**src/rtl/mem_stage_ctrl.sv**
```systemverilog
// mem_stage_ctrl
// MEM-stage sequencer for the five-stage MIPS pipeline. It turns the
// EX/MEM memRead/memWrite controls into a req/ack transaction with a
// variable-latency data memory. While the access is outstanding it holds
// the rest of the pipeline in a stall.
//
// Ports
//   clk, rst            rising-edge clock, asynchronous active-high reset
//   memRead, memWrite   load/store in MEM (store wins if both are set)
//   address, data       EX/MEM byte address and store data
//   memAck, memRData    memory completion strobe and read data (same cycle)
//   memReq, memWe       registered request and direction (1 = write)
//   memAddr, memWData   latched address and store data, stable during REQ
//   readData            last completed load data, held
//   stall               freeze PC..EX/MEM, bubble into MEM/WB
//   memErr              one-cycle timeout pulse (watchdog build only)
//
// Build option: define MEM_STAGE_TIMEOUT_EN to enable the request
// watchdog. TIMEOUT (1..2^CNT_W-1) is the REQ-cycle limit and CNT_W is the
// counter width. Both parameters are unused otherwise.
module mem_stage_ctrl #(
    parameter int unsigned TIMEOUT = 255,
    parameter int unsigned CNT_W   = 8
) (
    input  logic        clk,
    input  logic        rst,
    input  logic        memRead,
    input  logic        memWrite,
    input  logic [31:0] address,
    input  logic [31:0] data,
    input  logic        memAck,
    input  logic [31:0] memRData,
    output logic        memReq,
    output logic        memWe,
    output logic [31:0] memAddr,
    output logic [31:0] memWData,
    output logic [31:0] readData,
    output logic        stall,
    output logic        memErr
);

    typedef enum logic [1:0] {IDLE, REQ, DONE} state_t;

    state_t      r_state;
    logic        r_memReq;
    logic        r_memWe;
    logic [31:0] r_memAddr;
    logic [31:0] r_memWData;
    logic [31:0] r_readData;
    logic        w_op;

    assign w_op = memRead | memWrite;

    // In IDLE the stall must appear in the cycle the op is first seen. It
    // therefore comes straight from the inputs. In REQ it is held until
    // completion.
    always_comb begin
        stall = 1'b0;
        case (r_state)
            IDLE:    stall = w_op;
            REQ:     stall = 1'b1;
            default: stall = 1'b0;
        endcase
    end

`ifdef MEM_STAGE_TIMEOUT_EN
    logic [CNT_W-1:0] r_cnt;
    logic             r_memErr;
    logic             w_limit;

    // The limit is hit when the TIMEOUT-th REQ cycle passes without memAck.
    assign w_limit = (r_cnt == CNT_W'(TIMEOUT - 1));
    assign memErr  = r_memErr;
`else
    logic [CNT_W-1:0] w_unused_cfg;

    assign w_unused_cfg = CNT_W'(TIMEOUT);
    assign memErr       = 1'b0;
`endif

    always_ff @(posedge clk or posedge rst) begin
        if (rst) begin
            r_state    <= IDLE;
            r_memReq   <= 1'b0;
            r_memWe    <= 1'b0;
            r_memAddr  <= '0;
            r_memWData <= '0;
            r_readData <= '0;
`ifdef MEM_STAGE_TIMEOUT_EN
            r_cnt      <= '0;
            r_memErr   <= 1'b0;
`endif
        end else begin
            case (r_state)
                IDLE: begin
                    if (w_op) begin
                        r_state    <= REQ;
                        r_memReq   <= 1'b1;
                        r_memWe    <= memWrite;
                        r_memAddr  <= address;
                        r_memWData <= data;
`ifdef MEM_STAGE_TIMEOUT_EN
                        r_cnt      <= '0;
`endif
                    end
                end
                REQ: begin
                    if (memAck) begin
                        // An ack in the same cycle as the limit completes the access normally.
                        r_state  <= DONE;
                        r_memReq <= 1'b0;
                        if (!r_memWe)
                            r_readData <= memRData;
                    end
`ifdef MEM_STAGE_TIMEOUT_EN
                    else if (w_limit) begin
                        r_state  <= DONE;
                        r_memReq <= 1'b0;
                        r_memErr <= 1'b1;
                        if (!r_memWe)
                            r_readData <= '0;
                    end else begin
                        r_cnt <= r_cnt + 1'b1;
                    end
`endif
                end
                DONE: begin
                    r_state <= IDLE;
`ifdef MEM_STAGE_TIMEOUT_EN
                    r_memErr <= 1'b0;
`endif
                end
                default: r_state <= IDLE;
            endcase
        end
    end

    assign memReq   = r_memReq;
    assign memWe    = r_memWe;
    assign memAddr  = r_memAddr;
    assign memWData = r_memWData;
    assign readData = r_readData;

endmodule

```
**config.mk**
```make
export PLATFORM = sky130hd
export DESIGN_NAME = mem_stage_ctrl
export DESIGN_NICKNAME = d
export VERILOG_FILES = /design/src/rtl/mem_stage_ctrl.sv
export SDC_FILE = /design/constraint.sdc
export NUM_CORES = 1
export LEC_CHECK = 0
export CORE_ASPECT_RATIO = 1.5
export CORE_MARGIN = 2
export CORE_UTILIZATION = 37
export CTS_BUF_LIST = sky130_fd_sc_hd__clkbuf_4 sky130_fd_sc_hd__clkbuf_8
export DETAILED_ROUTE_END_ITERATION = 6
export PLACE_DENSITY = 0.84
export SKIP_LAST_GASP = 1
export SLEW_MARGIN = 30
export SYNTH_ARGS = -nofsm -noshare
export SYNTH_HDL_FRONTEND = slang
export SYNTH_SLANG_ARGS = --single-unit
```
**constraint.sdc**
```tcl
create_clock -name clk -period 3 [get_ports clk]
set_clock_uncertainty 0.2 [all_clocks]
set_input_delay 0.45 -clock clk [delete_from_list [all_inputs] [get_ports clk]]
set_output_delay 0.45 -clock clk [all_outputs]
set_load 0.01 [all_outputs]
```
==> summary.txt <==
Logic synthesis
  – Synth Cell Area: 3935 um^2
  – Yosys warnings: 0
  – Mean post-synth cell area: 17.73 um^2
  – Synth top area cells: dfrtp_1 64%, mux2_2 19%, mux2_4 11%
  – Library cells used by synthesis: 20
  – Synth top area share: 63.59%
  – #FFs+latches synth: 100
  – Area leader, netlist: dfrtp_1
  – Mapped Nets: 323
  – Sequential fraction of the synthesis area: 63.59%
  – Post-Syn Instances: 222

Floorplan
  – Initial Utilization: 37.57%
  – Row cnt: 46
  – Core area: 10480 um^2
  – Width of the die: 88.20 um
  – Die extent in y: 130.3 um
  – Die area: 11490 um^2
  – Io pins: 201

CTS
  – Hold-fix buffers, CTS: 0
  – Setup bufs post-CTS: 0
  – CTS tree: yes
  – Max Root-Sink Buffers: 2
  – Clk slew on worst S/H paths: 0.09 ns
  – Total CTS buffers: 9
  – CTS root buf: clkbuf_8
  – Clock Latency Late Sink: 0.35 ns
  – H-tree levels: 3
  – Clock sinks: 100
  – Post-CTS sizing: 0

Timing
  – Final hold vios: 0
  – RSZ-0062 raised after global routing: no
  – Setup TNS: 0 ns
  – Fmax: 418.5 MHz
  – Final Max Slew Viols: 0
  – # setup viols final: 0
  – Slew HR: 59.59%
  – Measured slew at the worst slew-check pin: 0.6061 ns
  – Fin crit period: 2.389 ns
  – Period utilization: 79.65%
  – Worst setup margin: 0.6106 ns

Place
  – RePlAce Congestion: 0.7125
  – Pre-CTS WS: 0.4356 ns
  – HPWL after DPL: 7119 um
  – Number of port buffers: 199

Finish
  – Most frequent cells in the layout: 199 x clkdlybuf4s50_1, 100 x dfrtp_1, 66 x mux2_2
  – Final net count: 525
  – N_diodes: 0
  – Fraction of layout cells with a size suffix above 1: 27.74%
  – Synth-to-Final Area Change: 59.11%
  – Commonest non-fill, non-tap cell in the layout: clkdlybuf4s50_1
  – Final core utilization: 59.77%

Routing
  – Wire length per cell: 16.70 um
  – Initial DRC count: 43
  – DR pass1 iterations: 3
  – Residual DRC count: 0
  – Total routed wirelength: 9568 um
  – Antenna viol nets, final: 0
  – DR vias/cell: 4.555
  – Vias: 2610

Critical path
  – R2R cell count: 4
  – Reg-to-Reg End: memAddr[4]$_DFFE_PP0P_
  – FF-to-FF setup slack: 0.81 ns
  – Reg-to-Reg Start: r_state[0]$_DFFE_PP0P_
  – CP most frequent cell: clkdlybuf4s50_1
  – CP startpoint kind: input port
  – Crit path capture type: output port
  – Top Family by Delay on Critical Path: buffers and inverters
  – Slowest CP cell: clkdlybuf4s50_1
  – Critical path required time: 2.35 ns
  – Crit-path max cell delay: 0.51 ns
  – Worst Path Arrival: 1.74 ns
  – Max FO, Critical Path: 3
  – WS Path Type: input port to output port
  – CP Cell Sequence: clkdlybuf4s50_1 > nor3_1 > nor2_1 > clkdlybuf4s50_1
  – Buffers plus inverters on the worst setup path: 2

Global routing
  – All-Layer GR Usage: 16.70%
  – Initial antenna violation count: 0
  – Grt total ovfl: 0
  – Number of global-route vias before repair: 2853
  – Largest net degree at the start of global routing: 101
  – First-pass GRT wire length: 14580 um

Run status
  – Status: finished, final reports clean

Min path
  – HP Class: flop to flop
  – Hold Path Sink: r_state[0]$_DFFE_PP0P_
  – Hold depth: 1
  – Hold_sp: r_state[1]$_DFFE_PP0P_

Power
  – Leakage: 2.587 nW
  – Power Density: 1008 nW/um^2
  – Total power: 6.311 mW
  – VDD IR-drop max: 0.4932 mV

Run
  – MaxCap Viol Count: 0
==> stage by stage <==
stage,hold slack [ns],cells,cell area [um^2]
after detailed placement,0.2907,557,6032
final,0.3088,573,6261
after global routing,0.3276,573,6261
after global placement,0.2876,557,6032
after floorplan,0.2551,222,3939
after CTS,0.3124,573,6261
==> layer usage <==
| layer | wire length [um] | share of wire (%) | GRT usage, % |
|---|---|---|---|
| met4 | 355 | 3.7 | 9.537 |
| met1 | 3301 | 35 | 18.09 |
| met5 | 0 | 0 | 0 |
| met2 | 5227 | 55 | 29.10 |
| met3 | 684 | 7.1 | 4.238 |
==> worst max path at each step <==
stage | startpoint | end | slack [ns] | depth (start not counted)
2_1_floorplan | rst | memAddr[0]$_DFFE_PP0P_ | 1.16 | 1
3_5_place_dp | memWrite | memWData[24]$_DFFE_PP0P_ | 0.44 | 4
5_1_grt | memWrite | stall | 0.52 | 4
3_3_place_gp | memWrite | memAddr[4]$_DFFE_PP0P_ | 0.50 | 4
6_report | memWrite | stall | 0.61 | 4
4_1_cts | memWrite | stall | 0.61 | 4
==> logic make-up (layout without fill, tap and decap cells) <==
logic type             count (synthesis)  in the layout  share of synthesized area, %
muxes                                 96             96                         30.33
buffers and inverters                 13            220                         3.847
AOI/OAI and AO/OA                      4              4                        0.8269
DFF                                  100            100                         63.59
other                                  1              1                       0.09530
and+or+nand+nor                        8              8                         1.304
==> cell type report <==
| class | count | area (um^2) |
|---|---|---|
| Fill cell | 820 | 4214 |
| Sequential cell | 100 | 2502 |
| Timing Repair Buffer | 203 | 2059 |
| Multi-Input combinational cell | 109 | 1282 |
| Tap cell | 144 | 180.2 |
| Clock buffer | 11 | 145.1 |
| Clock inverter | 5 | 83.83 |
| Inverter | 1 | 7.507 |
==> power breakdown <==
part / internal, mW / switching [mW]
logic: 1.96 / 1.01
registers: 2.01 / 0.366
clock network: 0.505 / 0.462
==> synth_stat cells <==
| library cell | n |
|---|---|
| dfrtp_1 | 100 |
| mux2_2 | 66 |
| mux2_4 | 30 |
| buf_6 | 6 |
| buf_12 | 3 |
| buf_4 | 2 |
| nor2_1 | 2 |
| a211o_1 | 1 |
| a211oi_1 | 1 |
| a22o_1 | 1 |
| and3b_1 | 1 |
| buf_2 | 1 |
| conb_1 | 1 |
| inv_1 | 1 |
| nand2_1 | 1 |
| nand2b_1 | 1 |
| nor2b_1 | 1 |
| nor2b_4 | 1 |
| nor3_1 | 1 |
| o21a_1 | 1 |
==> sequential cells by signal (all words and copies together), names as in the netlist <==
signal    flops
memReq        1
memWe         1
readData     32
r_state       2
memAddr      32
memWData     32
No activity file was read; power rests on OpenSTA's default activity.
